## src/rtl/noc_pkg.sv

```systemverilog
// Shared widths and helpers for the NoC ingress arbiter.
package noc_pkg;

   localparam int DATA_W = 64;

   typedef logic [DATA_W-1:0] data_t;

   // Index width for CPU and pointer fields; a single CPU still gets one bit.
   function automatic int idx_w(input int n);
      return (n <= 1) ? 1 : $clog2(n);
   endfunction

endpackage

```

## src/rtl/noc_rr_pick.sv

```systemverilog
// Rotating priority picker: first set request at or after ptr, wrapping around.
module noc_rr_pick
   import noc_pkg::*;
#(
   parameter int N  = 4,
   parameter int PW = idx_w(N)
) (
   input  logic [N-1:0]  req,
   input  logic [PW-1:0] ptr,
   output logic          any,
   output logic [PW-1:0] win
);

   // Scan from the farthest offset back toward ptr so the nearest request is assigned last.
   always_comb begin
      logic [PW-1:0] idx;
      any = 1'b0;
      win = '0;
      idx = '0;
      for (int k = N - 1; k >= 0; k--) begin
         idx = PW'((int'(ptr) + k) % N);
         if (req[idx]) begin
            any = 1'b1;
            win = idx;
         end
      end
   end

endmodule

```

## src/rtl/noc_arbiter.sv

```systemverilog
// Round-robin arbiter with bounded burst ownership, merging CPU beats into one
// registered NoC ingress stage tagged with the source index.
module noc_arbiter
   import noc_pkg::*;
#(
   parameter int CPU_NB    = 4,
   parameter int MAX_BURST = 2
) (
   input  logic                       clk,
   input  logic                       rst,
   input  logic [CPU_NB-1:0]          cpu_data_vld,
   input  logic [CPU_NB*DATA_W-1:0]   cpu_data,
   output logic [CPU_NB-1:0]          cpu_data_rdy,
   output logic                       out_vld,
   output logic [DATA_W-1:0]          out_data,
   output logic [idx_w(CPU_NB)-1:0]   out_src,
   input  logic                       out_rdy
);

   localparam int IW = idx_w(CPU_NB);
   localparam int BW = idx_w(MAX_BURST);

   logic [IW-1:0]     ptr;
   logic [IW-1:0]     ptr_nxt;
   logic [BW-1:0]     burst_cnt;
   logic [BW-1:0]     cnt_nxt;
   logic              any;
   logic [IW-1:0]     win;
   logic [IW-1:0]     win_inc;
   logic [CPU_NB-1:0] win_oh;
   logic              accept;
   logic              xfer;
   logic              others;
   data_t             sel_data;

   noc_rr_pick #(
      .N  (CPU_NB),
      .PW (IW)
   ) u_pick (
      .req (cpu_data_vld),
      .ptr (ptr),
      .any (any),
      .win (win)
   );

   assign accept   = !out_vld || out_rdy;
   assign xfer     = accept && any;
   assign win_oh   = CPU_NB'(1) << win;
   assign win_inc  = (int'(win) == CPU_NB - 1) ? '0 : win + IW'(1);
   assign sel_data = cpu_data[int'(win)*DATA_W +: DATA_W];
   assign others   = |(cpu_data_vld & ~win_oh);

   // Grants are masked during reset even though the pointer logic would already pick.
   assign cpu_data_rdy = (xfer && !rst) ? win_oh : '0;

   always_comb begin
      ptr_nxt = ptr;
      cnt_nxt = burst_cnt;
      if (xfer) begin
         if (win != ptr) begin
            if (MAX_BURST == 1) begin
               ptr_nxt = win_inc;
               cnt_nxt = '0;
            end else begin
               ptr_nxt = win;
               cnt_nxt = BW'(1);
            end
         end else if (int'(burst_cnt) + 1 == MAX_BURST) begin
            ptr_nxt = win_inc;
            cnt_nxt = '0;
         end else begin
            cnt_nxt = burst_cnt + BW'(1);
         end
      end
   end

   always_ff @(posedge clk or posedge rst) begin
      if (rst) begin
         ptr       <= '0;
         burst_cnt <= '0;
      end else begin
         ptr       <= ptr_nxt;
         burst_cnt <= cnt_nxt;
      end
   end

   always_ff @(posedge clk or posedge rst) begin
      if (rst) begin
         out_vld  <= 1'b0;
         out_data <= '0;
         out_src  <= '0;
      end else if (xfer) begin
         out_vld  <= 1'b1;
         out_data <= sel_data;
         out_src  <= win;
      end else if (out_rdy) begin
         out_vld  <= 1'b0;
      end
   end

   // Length of the current run of contended beats won by the same CPU.
   int            run_cnt;
   logic [IW-1:0] run_src;

   always_ff @(posedge clk or posedge rst) begin
      if (rst) begin
         run_cnt <= 0;
         run_src <= '0;
      end else if (xfer) begin
         if (!others)
            run_cnt <= 0;
         else if (run_cnt != 0 && win == run_src)
            run_cnt <= run_cnt + 1;
         else
            run_cnt <= 1;
         run_src <= win;
      end
   end

   a_rdy_onehot0: assert property (@(posedge clk) disable iff (rst)
      $onehot0(cpu_data_rdy));

   a_stall_stable: assert property (@(posedge clk) disable iff (rst)
      out_vld && !out_rdy |=> $stable(out_data) && $stable(out_src));

   a_burst_bound: assert property (@(posedge clk) disable iff (rst)
      xfer && others && run_cnt != 0 && win == run_src |-> run_cnt < MAX_BURST);

endmodule

```

## config.mk

```make
export PLATFORM = sky130hd
export DESIGN_NAME = noc_arbiter
export DESIGN_NICKNAME = d
export VERILOG_FILES = /design/src/rtl/noc_pkg.sv /design/src/rtl/noc_rr_pick.sv /design/src/rtl/noc_arbiter.sv
export SDC_FILE = /design/constraint.sdc
export NUM_CORES = 1
export LEC_CHECK = 0
export ABC_AREA = 1
export BUFFER_PORTS_ARGS = -buffer_cell sky130_fd_sc_hd__buf_2
export CORE_ASPECT_RATIO = 0.5
export CORE_UTILIZATION = 42
export CTS_BUF_LIST = sky130_fd_sc_hd__clkbuf_8
export DETAILED_ROUTE_END_ITERATION = 10
export PLACE_DENSITY = 0.8
export SLEW_MARGIN = 20
export SYNTH_ARGS = -nofsm -noshare
export SYNTH_HDL_FRONTEND = slang
export SYNTH_SLANG_ARGS = --single-unit
```

## constraint.sdc

```tcl
create_clock -name clk -period 2.2 [get_ports clk]
set_input_delay 0.22 -clock clk [delete_from_list [all_inputs] [get_ports clk]]
set_output_delay 0.22 -clock clk [all_outputs]
set_load 0.02 [all_outputs]
```

# Yosys cells after proc, flatten, opt, wreduce, memory -nomap -nowiden

Cells that the tools add are included.

Add/subtract/negate cells: 6
$lt $le $gt $ge: 4
Equality and inequality tests: 3
Shifts and indexed selects: 2
Muxes and demuxes: 24
Reductions and logical operators: 8

Operators by type and width:

| kind                | number |
|---|---|
| $shiftx 256x9->64   | 1 |
| $mux 2              | 7 |
| $lt 2x3->1 const B  | 4 |
| $mux 1              | 12 |
| $bmux 1 s2          | 4 |
| $add 2x1->2 const B | 2 |
| $add 2x2->2 const B | 2 |
| $mux 4              | 1 |
| $reduce_bool 2->1   | 2 |
| $shl 1x2->4 const A | 1 |
| $add 1x1->2 const B | 1 |
| $eq 2x1->1 const B  | 1 |
| $eq 2x2->1 const B  | 1 |
| $logic_and 1x1->1   | 2 |
| $logic_not 1->1     | 2 |
| $ne 2x2->1          | 1 |
| $reduce_and 2->1    | 1 |
| $add 1x1->1 const B | 1 |
| $logic_or 1x1->1    | 1 |

Bits in registers: 70
Output and inout bits: 71

# Longest topological paths before layout

Depth after elaboration: 11
Mapped depth: 17
Mapped depth without buffers: 15

# Hierarchy

Synthesis repeated with hierarchy kept, for this count alone.

Cell total of the unflattened synthesis: 733
Area, all modules: 4773.3 µm²

Modules (own cells, without submodules):

| module      | times used | cells each | area an instance (µm²) | seq. area each (µm²) |
|---|---|---|---|---|
| noc_arbiter | 1          | 687        | 4560.6                 | 1751.7 |
| noc_rr_pick | 1          | 46         | 212.7                  | 0.0 |

# Worst setup path before layout

No wires, ideal clock.

Path type: input to output
Start point: input port rst
End point: output port cpu_data_rdy[0]
Arrival time: 2.360 ns
Data required time: 1.980 ns
Path slack: -0.380 ns
Stages on the path: 3
Buffers on the path: 0
Cell sequence: inv_1 nand2_1 nor2_1

Word-level cells in the longest chain between the ends: 3

Ends and longest elaborated chain:

| element                          | line              | RTL |
|---|---|---|
| start, declared                  | noc_arbiter.sv:10 | `input logic rst,` |
| $logic_not 1->1 (no source line) | -                 |  |
| $logic_and 1x1->1                | noc_arbiter.sv:54 | `assign cpu_data_rdy = (xfer && !rst) ? win_oh : '0;` |
| $mux 4                           | noc_arbiter.sv:54 |  |
| end, declared                    | noc_arbiter.sv:13 | `output logic [CPU_NB-1:0] cpu_data_rdy,` |

Every way passes these cells.

# Worst setup path after layout

Start point: register ptr[0]
End point: output port cpu_data_rdy[3]

Word-level cells in the longest chain between the ends: 10
Elaborated cells on any way between the ends: 23

Ends and longest elaborated chain:

| element                      | line              | RTL |
|---|---|---|
| start, declared              | noc_arbiter.sv:23 | `logic [IW-1:0] ptr;` |
| start signal, assigned       | noc_arbiter.sv:82 | `ptr <= ptr_nxt;` |
| $add 2x2->2                  | noc_rr_pick.sv:21 | `idx = PW'((int'(ptr) + k) % N);` |
| $bmux 1 s2                   | noc_rr_pick.sv:22 | `if (req[idx]) begin` |
| $mux 1 (not written as such) | noc_rr_pick.sv:22 |  |
| $mux 1 (4 in a row)          | noc_rr_pick.sv:22 |  |
| $logic_and 1x1->1            | noc_arbiter.sv:47 | `assign xfer = accept && any;` |
| $logic_and 1x1->1            | noc_arbiter.sv:54 |  |
| $mux 4 *                     | noc_arbiter.sv:54 |  |

Mark *: on every way between the ends. The rest lies on a longest branch, timed or not. The select of a mux whose other input is x is not followed.

==> results.py <==
metrics = {
    "timing": {
        "worst_slew_pin_slew_ns": 0.4090,
        "setup_viol": 21,
        "fin_crit_ns": 2.433,
        "maxSlewViolCount": 0,
        "fmax_ghz": 0.4111,
        "finalWorstSetupSlack_ns": -0.2328,
        "slew_headroom": 0.7273,
        "timing.setup.tns_ns": -1.010,
        "fin_skew_ns": 0.01078,
        "holdWs_ns": 0.1350,
        "period_share": 1.106,
        "rsz0062_at_grt": "yes",
        "hold_violations": 0,
    },
    "logic_synthesis": {
        "ys_ff_latch": 70,
        "synth_sequential_area_ratio": 0.2955,
        "synth.distinct_cells": 25,
        "netlist_area_um2": 5927,
        "synth_top_area_cell": "dfrtp_1",
        "yosysWarnings": 0,
        "synth.top_cell.area_share": 0.2955,
        "avgSynthCellArea_um2": 5.981,
        "synth_cells": 991,
        "synth.area.top_cells": "dfrtp_1 (30%), nand2_1 (22%), nand3_1 (18%)",
        "syn-num-nets": 1258,
    },
    "cts": {
        "cts_tree": "yes",
        "cts_root_buffer": "clkbuf_8",
        "cts_max_level": 3,
        "cts.sinks": 70,
        "clockBufferDepth": 2,
        "cts-buffers-inserted": 9,
        "path_clk_slew_ns": 0.07,
        "insertion_delay_ns": 0.35,
    },
    "layout": {
        "mostFrequentLayoutCells": "buf_2 (329), nand2_1 (325), inv_1 (213)",
        "nets": 1598,
        "area_growth_pct": 46.40,
        "final_common_cell": "buf_2",
        "drive_above_1_share": 0.3436,
        "final_area_um2": 8677,
        "fin_cells": 1528,
        "antenna_cells": 0,
    },
    "die": {
        "dieArea_um2": 14620,
        "io_pins": 334,
        "die_h_um": 86,
        "start_util": 0.4338,
        "chipWidth_um": 170,
        "num_rows": 30,
        "coreArea_um2": 13660,
    },
    "critical_path": {
        "crit_chain": "clkinv_4, nand2_4, nand2_4, nand2_4, nand2_2, inv_2, nand2_2, nand2_2, nand2_4, inv_8, ha_4, inv_2, nor2_4, buf_6",
        "path_max_fanout": 6,
        "critical_path_class": "reg2out",
        "critPathArrivalTime_ns": 2.21,
        "cp_slowest_cell": "dfrtp_2",
        "critPathMostFrequentCell": "nand2_4",
        "cp_slowest_stage_delay_ns": 0.47,
        "crit_family": "simple AND/OR/NAND/NOR gates",
        "startpoint_type": "flop",
        "critPathBufInv": 5,
        "required_ns": 1.98,
        "end_kind": "output pin",
    },
    "global_route": {
        "track_usage": 0.2595,
        "grt-ovfl-total": 0,
        "antenna_found_initial": 0,
        "grt_max_degree": 60,
        "grt_pass1_vias": 6616,
        "grt_pass1_wl_um": 30400,
    },
    "run_status": {
        "status": "finished with violations",
        "violations": "negative setup slack",
    },
    "placement": {
        "dp_hpwl_um": 14200,
        "io_buffers": 333,
        "gp_congestion": 0.8780,
        "placed_cell_area_um2": 7695,
        "dp_cells": 1476,
    },
    "route": {
        "wl_met1_um": 8825,
        "route.met2.wl_um": 10850,
        "dr_wl_met3_um": 1971,
        "dr.max_layer_used": "met4",
        "post_drt_wl_per_cell_um": 14.82,
        "drc": 0,
        "ant_nets": 0,
        "drt_iter0_drc": 714,
        "dr.pass1.iters": 5,
        "viasPerCell": 4.950,
        "wl_um": 22640,
        "vias": 7563,
    },
    "worst_hold_path": {
        "hp-class": "in2reg",
    },
    "power_and_ir_drop": {
        "peakVddDrop_uv": 901.3,
        "power.density_nw_per_um2": 1800,
        "p_leak_nw": 5.439,
        "p_total_mw": 15.62,
    },
    "flow_run": {
        "drv_cap": 0,
    },
}
==> cells by family (layout without fill, tap and decap cells) <==
family / count (synthesis) / count (layout) / share of synthesized area
buf+inv: 285 / 629 / 0.2069
fa+ha+maj: 4 / 4 / 0.008445
compound gates: 30 / 30 / 0.03673
simple gates: 602 / 603 / 0.4524
flops: 70 / 70 / 0.2955
==> sequential cells by signal, summed over array words and instances, names as in the netlist <==
| name | flops |
|---|---|
| ptr | 2 |
| out_vld | 1 |
| burst_cnt | 1 |
| out_data | 64 |
| out_src | 2 |
==> synthesized netlist by cell type (all sizes together) <==
cell type,count
o211ai,27
ha,4
nand3,215
or2,27
nand4,1
a21oi,1
nor2,10
nand2,348
clkbuf,3
nand3b,1
o21ai,2
inv,225
dfrtp,70
buf,57
==> report_power, final <==
part,internal [mW],switching (mW),total (mW)
Clock,0.658,0.479,1.14
Combinational,4.62,7.46,12.1
Sequential,2.02,0.387,2.40
Total,7.29,8.33,15.6
==> worst reg2reg max path, stage by stage (launching register included) <==
cell and delay, ns:
dfrtp_2 0.47, clkinv_4 0.17, nand2_4 0.12, nand2_4 0.08, nand2_4 0.12, nand2_2 0.06
inv_2 0.05, nand2_2 0.07, nand2_2 0.10, nand2_4 0.13, inv_8 0.11, buf_4 0.21
buf_12 0.19, nand3_1 0.10, nand2_1 0.08, nand2_1 0.06, nand2_1 0.08
==> timing repair <==
item	CTS	global route
pin swaps	15	29
gates cloned	0	8
endpoints found under the setup margin	4	62
gates resized for setup	31	65
setup buffers	18	11
hold buffers	1	0
hold endpoints to repair	11	0
==> per-layer routing <==
layer	vias to the layer above	global-route usage
li1	3668	-
met1	3338	0.3023
met2	449	0.4791
met3	108	0.04707
met4	0	0.09500
met5	-	0
==> cell type report <==
class	instances	area (um^2)
timing repair buffer	388	2387
clock inverter	6	77.57
inverter	225	870.8
fill	1243	4986
clock buffer	10	137.6
sequential	70	1754
multi-input combinational	637	3209
tap	192	240.2
==> metrics by stage <==
step	setup slack, ns	utilization
CTS	-0.05204	0.5964
floorplan	0.09458	-
global route	-0.2925	0.6351
global placement	0.1545	0.5632
finish	-0.2328	0.6351
detailed placement	0.02089	0.5632
==> worst paths after layout <==
path | startpoint | endpoint | slack (ns) | cells past startpoint
worst max-delay path | ptr[0] | cpu_data_rdy[3] | -0.23 | 14
worst min-delay path | cpu_data[22] | out_data[22] | 0.14 | 3
worst max register to register | ptr[0] | out_data[29] | -0.04 | 16
worst min register to register | out_data[28] | out_data[28] | 0.48 | 2
max in group asynchronous | rst | ptr[1] | 1.07 | 4
min in group asynchronous | rst | out_data[20] | 0.39 | 3
No activity file was read; power rests on OpenSTA's default activity.
